**config.mk**
```make
export PLATFORM = sky130hd
export DESIGN_NAME = rbm_vote_accumulator
export DESIGN_NICKNAME = d
export VERILOG_FILES = /design/src/rtl/rbm_vote_accumulator.sv
export SDC_FILE = /design/constraint.sdc
export NUM_CORES = 1
export LEC_CHECK = 0
export CAP_MARGIN = 20
export CORE_MARGIN = 4
export CORE_UTILIZATION = 50
export CTS_BUF_LIST = sky130_fd_sc_hd__clkbuf_4 sky130_fd_sc_hd__clkbuf_8
export CTS_CLUSTER_SIZE = 40
export DETAILED_ROUTE_END_ITERATION = 8
export HOLD_SLACK_MARGIN = 0.03
export MAX_ROUTING_LAYER = met4
export PLACE_DENSITY = 0.79
export RECOVER_POWER = 100
export SETUP_SLACK_MARGIN = 0.05
export SYNTH_ARGS = -nofsm -noshare
export SYNTH_HDL_FRONTEND = slang
export SYNTH_SLANG_ARGS = --single-unit
```
**constraint.sdc**
```tcl
create_clock -name clock -period 5.2 [get_ports clock]
set_input_delay 1.04 -clock clock [delete_from_list [all_inputs] [get_ports clock]]
set_output_delay 1.04 -clock clock [all_outputs]
set_load 0.05 [all_outputs]
```
**src/rtl/rbm_vote_accumulator.sv**
```systemverilog
// Iteration controller for stochastic RBM inference: restarts the layer chain, accumulates
// saturated per-class votes, and reports the sums, the winning class and the iteration count.
module rbm_vote_accumulator #(
    parameter int                   bitlength  = 12,
    parameter int                   output_dim = 2,
    parameter int                   iter_width = 16,
    parameter logic [bitlength-1:0] Inf        = {1'b0, {(bitlength-1){1'b1}}},
    parameter int                   idx_width  = 1
) (
    input  logic                             clock,
    input  logic                             reset,
    input  logic                             start,
    input  logic [iter_width-1:0]            iter_num,
    input  logic [bitlength-1:0]             margin,
    input  logic                             sample_valid,
    input  logic [output_dim*bitlength-1:0]  SampleData,
    output logic                             layer_reset,
    output logic                             busy,
    output logic [output_dim*bitlength-1:0]  OutputData,
    output logic [idx_width-1:0]             winner,
    output logic [iter_width-1:0]            iter_count,
    output logic                             early_stop,
    output logic                             finish
);

    typedef enum logic [2:0] {
        ST_IDLE,
        ST_CLEAR,
        ST_WAIT,
        ST_ACCUM,
        ST_DONE
    } state_t;

    typedef logic signed [bitlength-1:0] lane_t;
    typedef logic signed [bitlength:0]   wide_t;

    localparam wide_t POS_LIM  = wide_t'({1'b0, Inf});
    localparam wide_t NEG_LIM  = -POS_LIM;
    localparam wide_t WIDE_MIN = {1'b1, {bitlength{1'b0}}};

    state_t                 state_q, state_d;
    lane_t                  acc_q [output_dim];
    lane_t                  acc_d [output_dim];
    logic [iter_width-1:0]  cnt_q, cnt_d;
    logic [iter_width-1:0]  num_q, num_d;
    logic [bitlength-1:0]   margin_q, margin_d;
    logic [idx_width-1:0]   winner_q, winner_d;
    logic                   early_q, early_d;

    // Saturating per-lane add, one bit wider so the overflow is visible before clamping.
    wide_t raw_sum [output_dim];
    lane_t sat_sum [output_dim];

    always_comb begin
        for (int g = 0; g < output_dim; g++) begin
            raw_sum[g] = wide_t'(acc_q[g]) + wide_t'($signed(SampleData[g*bitlength +: bitlength]));
            if (raw_sum[g] > POS_LIM) begin
                sat_sum[g] = lane_t'(POS_LIM);
            end else if (raw_sum[g] < NEG_LIM) begin
                sat_sum[g] = lane_t'(NEG_LIM);
            end else begin
                sat_sum[g] = lane_t'(raw_sum[g]);
            end
        end
    end

    // Leader and runner-up; strict compares keep the lower index on ties.
    logic [idx_width-1:0] top_idx;
    wide_t                top_val;
    wide_t                sec_val;
    wide_t                lead;

    always_comb begin
        top_idx = '0;
        top_val = wide_t'(acc_q[0]);
        sec_val = WIDE_MIN;
        for (int g = 1; g < output_dim; g++) begin
            if (wide_t'(acc_q[g]) > top_val) begin
                sec_val = top_val;
                top_val = wide_t'(acc_q[g]);
                top_idx = idx_width'(g);
            end else if (wide_t'(acc_q[g]) > sec_val) begin
                sec_val = wide_t'(acc_q[g]);
            end
        end
        lead = top_val - sec_val;
    end

    logic count_hit;
    logic margin_hit;

    assign count_hit  = (cnt_q == num_q);
    assign margin_hit = (margin_q != '0) && (lead >= wide_t'({1'b0, margin_q}));

    // NOTE: every signal written here gets a default first, so no path can infer a latch.
    always_comb begin
        state_d  = state_q;
        acc_d    = acc_q;
        cnt_d    = cnt_q;
        num_d    = num_q;
        margin_d = margin_q;
        winner_d = winner_q;
        early_d  = early_q;

        unique case (state_q)
            ST_IDLE, ST_DONE: begin
                if (start) begin
                    num_d    = iter_num;
                    margin_d = margin;
                    for (int g = 0; g < output_dim; g++) begin
                        acc_d[g] = '0;
                    end
                    cnt_d    = '0;
                    winner_d = '0;
                    early_d  = 1'b0;
                    state_d  = (iter_num == '0) ? ST_DONE : ST_CLEAR;
                end
            end
            ST_CLEAR: begin
                state_d = ST_WAIT;
            end
            ST_WAIT: begin
                if (sample_valid) begin
                    acc_d = sat_sum;
                    if (cnt_q != {iter_width{1'b1}}) begin
                        cnt_d = cnt_q + iter_width'(1);
                    end
                    state_d = ST_ACCUM;
                end
            end
            ST_ACCUM: begin
                if (count_hit || margin_hit) begin
                    winner_d = top_idx;
                    early_d  = !count_hit;
                    state_d  = ST_DONE;
                end else begin
                    state_d = ST_CLEAR;
                end
            end
            default: begin
                state_d = ST_IDLE;
            end
        endcase
    end

    // NOTE: state registers use non-blocking assignments so all of them update from the same
    // pre-edge values, independent of statement order.
    always_ff @(posedge clock or posedge reset) begin
        if (reset) begin
            state_q <= ST_IDLE;
            for (int g = 0; g < output_dim; g++) begin
                acc_q[g] <= '0;
            end
            cnt_q    <= '0;
            num_q    <= '0;
            margin_q <= '0;
            winner_q <= '0;
            early_q  <= 1'b0;
        end else begin
            state_q  <= state_d;
            acc_q    <= acc_d;
            cnt_q    <= cnt_d;
            num_q    <= num_d;
            margin_q <= margin_d;
            winner_q <= winner_d;
            early_q  <= early_d;
        end
    end

    for (genvar g = 0; g < output_dim; g++) begin : g_pack
        assign OutputData[g*bitlength +: bitlength] = acc_q[g];
    end

    assign layer_reset = reset | (state_q == ST_CLEAR);
    assign busy        = (state_q == ST_CLEAR) || (state_q == ST_WAIT) || (state_q == ST_ACCUM);
    assign finish      = (state_q == ST_DONE);
    assign winner      = winner_q;
    assign iter_count  = cnt_q;
    assign early_stop  = early_q;

endmodule

```
==> results of run 1 <==
[Yosys cell counts, types with 5 or more instances]
| cell | count | area share |
|---|---|---|
| mux2i_1 | 14 | 0.023 |
| a221o_1 | 5 | 0.0083 |
| inv_1 | 36 | 0.022 |
| clkbuf_1 | 13 | 0.0081 |
| dfrtp_1 | 73 | 0.30 |
| xor2_1 | 35 | 0.051 |
| a21o_1 | 7 | 0.0087 |
| nand4_1 | 9 | 0.0093 |
| nor3_1 | 10 | 0.0083 |
| or3_1 | 8 | 0.0083 |
| nor4_1 | 20 | 0.021 |
| and2_1 | 9 | 0.0093 |
| nand2b_1 | 7 | 0.0072 |
| o21ai_0 | 62 | 0.051 |
| a21oi_1 | 31 | 0.026 |
| nor2_1 | 56 | 0.035 |
| ha_1 | 61 | 0.13 |
| a211o_1 | 6 | 0.0087 |
| xnor2_1 | 15 | 0.022 |
| nor2b_1 | 9 | 0.0093 |
| a31oi_1 | 5 | 0.0052 |
| o21a_1 | 7 | 0.0087 |
| and3_1 | 5 | 0.0052 |
| nand3_1 | 26 | 0.022 |
| nand2_1 | 113 | 0.070 |
[layout make-up]
cell class	instances	area [µm²]	area share
multi-input cells	596	4050	0.534
flip-flops and latches	73	1840	0.242
repair buffers	125	1210	0.159
well taps	143	179	0.0236
clock buffers	11	139	0.0183
inverters	36	135	0.0178
clock inverters	5	32.5	0.00429
[worst max-delay path: cells and delay by family (launching register included)]
kind,cells,cell delay [ns]
buffers and inverters,3,0.27
XOR/XNOR,1,0.17
adder cells (fa/ha/maj),4,1.14
multiplexers,1,0.15
AND/OR/NAND/NOR,5,0.97
flip-flops,1,0.40
AO/OA/AOI/OAI,12,1.71
[state kept, by name, summed over array words and instances (netlist names)]
name        flops
OutputData     24
early_stop      1
iter_count     16
margin_q       12
num_q          16
state_q         3
winner          1
[timing repair]
item,4_1_cts,5_1_grt
endpoints found under the hold margin,0,0
gates resized for setup,1,22
setup endpoints to repair,3,4
pin swaps,0,3
cloned,0,1
setup buffers,1,4
[worst paths after layout]
path | from | to | slack, ns | cells after the start
hold reg to reg | num_q[3] | num_q[3] | 0.50 | 2
setup / recovery | OutputData[1] | early_stop | 0.32 | 26
max in group asynchronous | reset | OutputData[7] | 2.21 | 3
hold / removal | num_q[3] | num_q[3] | 0.50 | 2
setup reg to reg | OutputData[1] | early_stop | 0.32 | 26
min in group asynchronous | reset | num_q[6] | 1.78 | 3
[metrics by stage]
stage,util,area [µm²]
finish,0.653,7580
CTS,0.644,7480
floorplan,-,6080
detailed placement,0.629,7300
global route,0.653,7580
global placement,0.629,7300
[cells by family after synthesis]
group / share of synthesized area
AO/OA/AOI/OAI: 0.195
XOR/XNOR: 0.0751
adder cells (fa/ha/maj): 0.140
buffers and inverters: 0.0383
flip-flops: 0.302
multiplexers: 0.0306
AND/OR/NAND/NOR: 0.219
[layer usage]
metal | routed length, µm | up-vias
met5 | 0 | -
met4 | 553 | 0
met3 | 1050 | 53
met2 | 8400 | 230
met1 | 7970 | 2855
li1 | - | 2836
==> impl_results.md, run 1 <==
- Status: finished, violations left
- Failing checks: max-capacitance violations, max-slew violations
- Met1 Use GR: 0.335
- H-tree Lvls: 3
- Tmin final: 4.88 ns
- Die Wd: 118 µm
- Hold Fails Final Rpt: 0
- Crit path launch type: flip-flop
- Syn Nets: around 850
- Crit path kind: reg2reg
- Data required, critical path: around 5.5 ns
- Max clock buf depth: 2
- Top Ports: around 100
- Final setup TNS: 0 ns
- Fraction of registers with async set/reset: 1.00
- Hold buffers post-CTS: 0
- Worst slew pin tran: between 2 and 2.5 ns
- Fillers: 1,007
- Register area share after synthesis: 0.302
- Number of global-route vias before repair: 5,793
- FF+latch count, synth: 73
- GRT overflow: 0
- Cells after DPL: 967
- Critical path endpoint category: flip-flop
- Max-cap violations: 2
- DRT iter0 DRCs: 500
- FP Rows: 39
- Largest net degree at the start of global routing: 74
- Fin. max-slew vios: 127
- Crit-path max cell delay: 0.40 ns
- Die height: around 120 µm
- WP data arrival: just over 5 ns
- Drt pass-1 iters: 7
- Top fanout value on the critical path: 11
- First-pass GRT wire length: roughly 29 mm
- Routed Wire Length: 18.0 mm
- Number of synthesis warnings: 0
- CTS tree: built
- Worst-Skew Late Latency: 0.37 ns
- Post-route ant nets: 0
- Initial Utilization: 0.521
- Final setup vio count: 0
- Main synth FF type: dfrtp_1
- Most frequent cells in the layout: 113 x nand2_1, 66 x dfrtp_1, 60 x ha_1
- RePlAce Congestion: 0.987
- Setup ws final: 0.317 ns
- Layout area overhead: 25.3%
- Synth Instances: 727
- Hpwl dp: ~14 mm
- Final Non-Filler Cells: 989
- Post-route clock period utilization: 0.939
- Commonest non-fill, non-tap cell in the layout: nand2_1
- Hold_ws: 0.498 ns
- Worst-path clk slew: 0.08 ns
- GRT met2 Usage: 0.401
- Final Skew: 0.00803 ns
- Die ar.: 13,900 µm²
- Slowest CP cell: dfrtp_2
- Ant diodes: 0
- Distinct cells, synth: ~70
- CTS Sinks: 73
- CORE AREA: about 12,000 µm²
- Met3 Use GR: 0.0437
- HP Class: reg2reg
- Setup WS pre-CTS: about 0.023 ns
- Gr busiest metal: met2
- Proportion of layout cells with a drive suffix above 1: 0.0934
- Via-to-Cell Ratio: 6.04
- Total GRT Usage: 0.258
- Initial antenna violation count: 0
- Drt wl/cell: 18.2 µm
- FMAX: 205 MHz
- CTS root buffer: clkbuf_8
- Port Buffer Count: 100
- Relative max-transition margin: -0.434
- Synthesized cell area: between 6000 and 7000 µm²
- Avg Cell Area, Syn: around 8.3 µm²
- Residual DRC: 0
- DR vias: 5,974
- CTS buffer count: 9
- Post-synth EDFFs: 0
- Nets: 961
Power of run 1 is left out: the tool's default activity adds up to more than one toggle a clock period on the data nets, which glitch-free logic cannot reach.
==> run 2: changes to the inputs <==
--- a/config.mk
+++ b/config.mk
@@ -6,7 +6,7 @@
 export NUM_CORES = 1
 export LEC_CHECK = 0
 export CAP_MARGIN = 20
-export CORE_MARGIN = 4
+export CORE_MARGIN = 2
 export CORE_UTILIZATION = 50
 export CTS_BUF_LIST = sky130_fd_sc_hd__clkbuf_4 sky130_fd_sc_hd__clkbuf_8
 export CTS_CLUSTER_SIZE = 40
==> run 2 against run 1 <==
The run still ends with max-capacitance violations, max-slew violations left. Clock-buffer cell count shrank 1. Design area grew 0.50%. Cell count is 0.30% higher. Critical path type unchanged. Largest cell class unchanged.
==> impl_results.md, run 2 (same netlist as run 1, synthesis figures left out) <==
- Status: finished, violations left
- CP cell instances: ha_1, nor2b_1, o21a_1, o21ai_1, a211o_1, a31oi_4, or2_4, buf_6, mux2i_1, ha_1, o21ai_0, a21boi_0, o211ai_1, a21oi_1, o31ai_1, xnor2_1, ha_1, a2111oi_4, o211ai_1, o2111ai_2, a21oi_2, a21o_1
- Nets: 960 (-0.10%)
- Hpwl dp: 13.3 mm (-3.3%)
- Crit-path max cell delay: 0.45 ns (+0.05 ns)
- Post-route clock period utilization: 0.945 (+0.00578)
- Hold Path Depth: 2 (unchanged)
- Port Buffer Count: 100 (unchanged)
- Worst-path clk slew: 0.09 ns (about the same)
- CTS root buffer: clkbuf_8
- Min-delay src: num_q[11]
- FF-to-FF path depth: 22 (-15%)
- FMAX: 204 MHz (-0.61%)
- WP data arrival: 5.16 ns (about the same)
- Commonest non-fill, non-tap cell in the layout: nand2_1
- Hold_ws: 0.511 ns (+0.0125 ns)
- Data required, critical path: 5.45 ns (-0.03 ns)
- Crit path top cell by count: ha_1
- Final setup vio count: 0 (unchanged)
- Residual DRC: 0 (unchanged)
- Tmin final: 4.91 ns (+0.0301 ns)
- Drt pass-1 iters: 5 (-2)
- Failing checks: max-capacitance violations, max-slew violations
- Final setup TNS: 0 ns (unchanged)
- Worst-Skew Late Latency: 0.36 ns (about the same)
- Critical Path Start: OutputData[13]
- Max reg flops: 24 (unchanged)
- Final Skew: 0.0189 ns (+0.0108 ns)
- Number of global-route vias before repair: 5,774 (-0.33%)
- Layout area overhead: 25.9%
- GRT overflow: 0 (unchanged)
- DRT iter0 DRCs: 419 (-16%)
- Most frequent cells in the layout: 113 x nand2_1, 66 x dfrtp_1, 59 x o21ai_0, 59 x ha_1, 57 x nor2_1
- Crit path launch type: flip-flop
- Crit path buf inv count: 1 (-2)
- CTS tree: built
- Initial Utilization: 0.508 (-0.0130)
- Top Ports: 101 (unchanged)
- CTS Sinks: 73 (unchanged)
- Unrepaired setup endpoints after global routing: true
- Initial antenna violation count: 0 (unchanged)
- Reg-to-Reg End: state_q[2]
- Crit path kind: reg2reg
- CTS buffer count: 9 (unchanged)
- H-tree Lvls: 3 (unchanged)
- Die ar.: 13,000 µm² (-6.7%)
- Hold Path End: num_q[11]
- Routed Wire Length: 17.1 mm (-5.0%)
- Max-cap violations: 2 (unchanged)
- Register area: 1840 µm² (unchanged)
- Reg2reg setup slack: 0.29 ns (-0.03 ns)
- FF-to-FF Start: OutputData[13]
- Fin. max-slew vios: 127 (unchanged)
- Ant diodes: 0 (unchanged)
- Hold buffers post-CTS: 0 (unchanged)
- Max clock buf depth: 2 (unchanged)
- Drt wl/cell: 17.2 µm (-5.3%)
- CORE AREA: 11,900 µm² (+2.6%)
- Hold Fails Final Rpt: 0 (unchanged)
- Post-route ant nets: 0 (unchanged)
- Top fanout value on the critical path: 10 (-1)
- Area of the multi-input gates: 4090 µm² (+0.96%)
- DR vias: 5,901 (-1.2%)
- FP Rows: 40 (+2.6%)
- Die Wd: 114 µm (-3.4%)
- Critical path endpoint category: flip-flop
- Largest net degree at the start of global routing: 74 (unchanged)
- Cell family with most CP delay: compound AO/OA/AOI/OAI gates
- Total GRT Usage: 0.275 (+0.0170)
- Die height: 114 µm (-3.4%)
- First-pass GRT wire length: 28.0 mm (-2.3%)
- Proportion of layout cells with a drive suffix above 1: 0.0923 (-0.00107)
- Via-to-Cell Ratio: 5.95 (-1.5%)
- Slowest CP cell: dfrtp_2
- HP Class: reg2reg
- Worst slew pin tran: 2.04 ns (-0.110 ns)
- RePlAce Congestion: 0.951 (-3.7%)
- Relative max-transition margin: -0.361 (+0.0733)
- Fillers: 1,022 (+1.5%)
-- run 2: per-layer routing --
layer	share of wire	routed length, µm	global-route usage	vias to the layer above
met3	0.055	931	0.0303	36
met5	0	0	-	-
met1	0.43	7390	0.354	2801
met4	0.029	488	0.106	0
met2	0.48	8270	0.448	228
li1	-	-	-	2836
-- run 2: final cells by class --
| class | instances | share of cell area |
|---|---|---|
| Sequential cell | 73 | 0.241 |
| Clock buffer | 10 | 0.0172 |
| Tap cell | 147 | 0.0241 |
| Clock inverter | 6 | 0.00887 |
| Multi-Input combinational cell | 596 | 0.537 |
| Inverter | 36 | 0.0177 |
| Timing Repair Buffer | 124 | 0.154 |
-- run 2: timing repair --
item | 4_1_cts | 5_1_grt
setup endpoints to repair | 0 | 4
hold endpoints to repair | 0 | 0
gates resized for setup | 0 | 25
buffers inserted | 0 | 7
-- run 2: stage by stage --
stage / worst slack, ns / instances / area [µm²] / util
floorplan: 0.0525 / 727 / 6080 / -
global placement: 0.234 / 969 / 7290 / 0.612
detailed placement: 0.0930 / 969 / 7290 / 0.612
CTS: 0.0615 / 985 / 7490 / 0.629
global route: -0.0518 / 992 / 7620 / 0.640
finish: 0.287 / 992 / 7620 / 0.640
-- run 2: worst max-delay path by stage --
| stage | endpoint | slack [ns] | cells after the start |
|---|---|---|---|
| CTS | winner | 0.06 | 26 |
| floorplan | state_q[2] | 0.05 | 25 |
| global route | state_q[2] | -0.05 | 23 |
| finish | state_q[2] | 0.29 | 22 |
| global placement | state_q[2] | 0.23 | 23 |
| detailed placement | state_q[2] | 0.09 | 23 |
-- run 2: worst min-delay path, stage by stage (launching register included) --
cell and delay [ns]:
dfrtp_1 0.37, nand2_1 0.06, nand2_1 0.06
Power of run 2 is left out for the same reason.
==> run 3: changes to the inputs <==
--- a/config.mk
+++ b/config.mk
@@ -9,7 +9,6 @@
 export CORE_MARGIN = 2
 export CORE_UTILIZATION = 50
 export CTS_BUF_LIST = sky130_fd_sc_hd__clkbuf_4 sky130_fd_sc_hd__clkbuf_8
-export CTS_CLUSTER_SIZE = 40
 export DETAILED_ROUTE_END_ITERATION = 8
 export HOLD_SLACK_MARGIN = 0.03
 export MAX_ROUTING_LAYER = met4
==> results of run 3 <==
No change in the layout: final DEF, timing and power equal those of run 2.
Power of run 3 is left out for the same reason.
==> variant: new RTL, flow settings as in run 3 <==
Re-encode `state_t` (5 states) as one-hot, 5 bits wide.
--- a/src/rtl/rbm_vote_accumulator.sv
+++ b/src/rtl/rbm_vote_accumulator.sv
@@ -24,10 +24,10 @@
 );
 
-    typedef enum logic [2:0] {
-        ST_IDLE,
-        ST_CLEAR,
-        ST_WAIT,
-        ST_ACCUM,
-        ST_DONE
+    typedef enum logic [4:0] {
+        ST_IDLE  = 5'b00001,
+        ST_CLEAR = 5'b00010,
+        ST_WAIT  = 5'b00100,
+        ST_ACCUM = 5'b01000,
+        ST_DONE  = 5'b10000
     } state_t;
 
Behaviour: same outputs for any inputs over 4 cycles, from zero or initial values and one cycle with reset high; so few cycles prove little.
==> variant against run 3 <==
The run ends with max-capacitance violations, max-slew violations, negative setup slack left. Cell count down 0.20%. Synthesized area barely moved. Fmax fell by 8.2%. Routed wire length rose by 1.7%. Worst setup slack got worse by 440 ps. Sequential share of layout area up 0.060 points. Design area rose by 2.7%. Global-route usage increased by 0.88 points. Non-clock buffer count is 20 higher. First-iteration DRC count increased by 9.1%. Sequential cell count grew 2. Highest routed layer unchanged.
Power is left out: the tool's default activity adds up to more than one toggle a clock period on the data nets, which glitch-free logic cannot reach.
==> variant: results (changes against run 3) <==
- Outcome: complete, but fails checks
- Failing checks: max-capacitance violations, max-slew violations, negative setup slack
- Net count reported at finish: 958 (-0.21%)
- XOR/XNOR Fraction of Synth Area: 7.82% (+0.31 points)
- Yosys cell types: 65 (-5.8%)
- Compound-Gate Fraction of Synth Area: 18.3% (-1.2 points)
- RePlAce Congestion: 0.953 (+0.21%)
- DRT iter0 DRCs: 457 (+9.1%)
- Post-Place Worst Slack: -292 ps (-385 ps)
- Setup repair bufs after CTS: 5 (+5)
- Final worst slack: -155 ps (-442 ps)
- Max-cap violation count: 2 (unchanged)
- Commonest cells post-synth: 98 x nand2_1, 74 x dfrtp_1, 61 x ha_1, 41 x inv_1, 39 x o21ai_0
- Total track usage: 28.4% (+0.88 points)
- Mux cell area share after synthesis: 4.39% (+1.3 points)
- Register area share after synthesis: 31.1% (+0.86 points)
- Hold slack: 514 ps (+3.45 ps)
- Net Count, Synth: 825 (-2.6%)
- Max Slew Vio Count: 78 (-39%)
- Filler cells: 1,008 (-1.4%)
- Post-detail-place hpwl: 13,200 um (-0.38%)
- Vias in the first global route: 5,869 (+1.6%)
- Placed instance area: 7420 um2 (+1.8%)
- Synth area leaders: dfrtp_1 31%, ha_1 13%, nand2_1 6.1%
- Final setup violation count: 3 (+3)
- Multi-input gate area: 4060 um2 (-0.73%)
- Post-cts gate resize count: 16 (+16)
==> variant: path summary, 6_finish.rpt <==
check	from	endpoint	cells after the start
hold reg to reg	num_q[9]	num_q[9]	2
setup / recovery	OutputData[13]	winner	25
hold / removal	num_q[9]	num_q[9]	2
min in group asynchronous	reset	state_q[2]	2
setup reg to reg	OutputData[13]	winner	25
max in group asynchronous	reset	iter_count[4]	3
==> variant: per-layer routing <==
layer,track usage [%],vias up,part of all wire [%]
met5,-,-,0
met4,9.11,0,2.2
met3,4.84,33,4.5
met2,45.8,182,48
met1,36.6,2827,45
li1,-,2837,-
==> variant: logic make-up after synthesis <==
family | count (synthesis)
flip-flops | 75
AO/OA/AOI/OAI | 165
buffers and inverters | 65
AND/OR/NAND/NOR | 253
XOR/XNOR | 54
adder cells (fa/ha/maj) | 68
multiplexers | 25
==> variant: final cells by class <==
type                            count  area share (%)
Inverter                           43            2.06
Multi-Input combinational cell    565            51.9
Timing Repair Buffer              144            16.9
Tap cell                          147            2.35
Clock inverter                      5           0.800
Clock buffer                       11            1.86
Sequential cell                    75            24.1
==> variant: metrics by stage <==
stage	TNS, ps	instances
after floorplan	0	705
after global placement	0	963
after detailed placement	-797	963
after CTS	-135	984
after global routing	-1270	990
final	-287	990
==> variant: critical path, stage by stage (launching register included) <==
cell and delay (ps):
dfrtp_2 430, ha_4 240, nor2b_4 120, o211ai_1 160
a31oi_1 110, o211ai_1 220, a31oi_2 140, a21oi_2 280
mux2i_1 250, ha_2 220, inv_2 40, fa_2 350
a21oi_2 160, o211ai_1 170, buf_4 180, o31ai_2 230
xnor2_1 130, ha_1 340, nand3_1 120, nor2_1 120
o211ai_1 210, a211oi_2 310, mux2i_1 110, buf_4 170
a31o_2 240, a22o_1 230
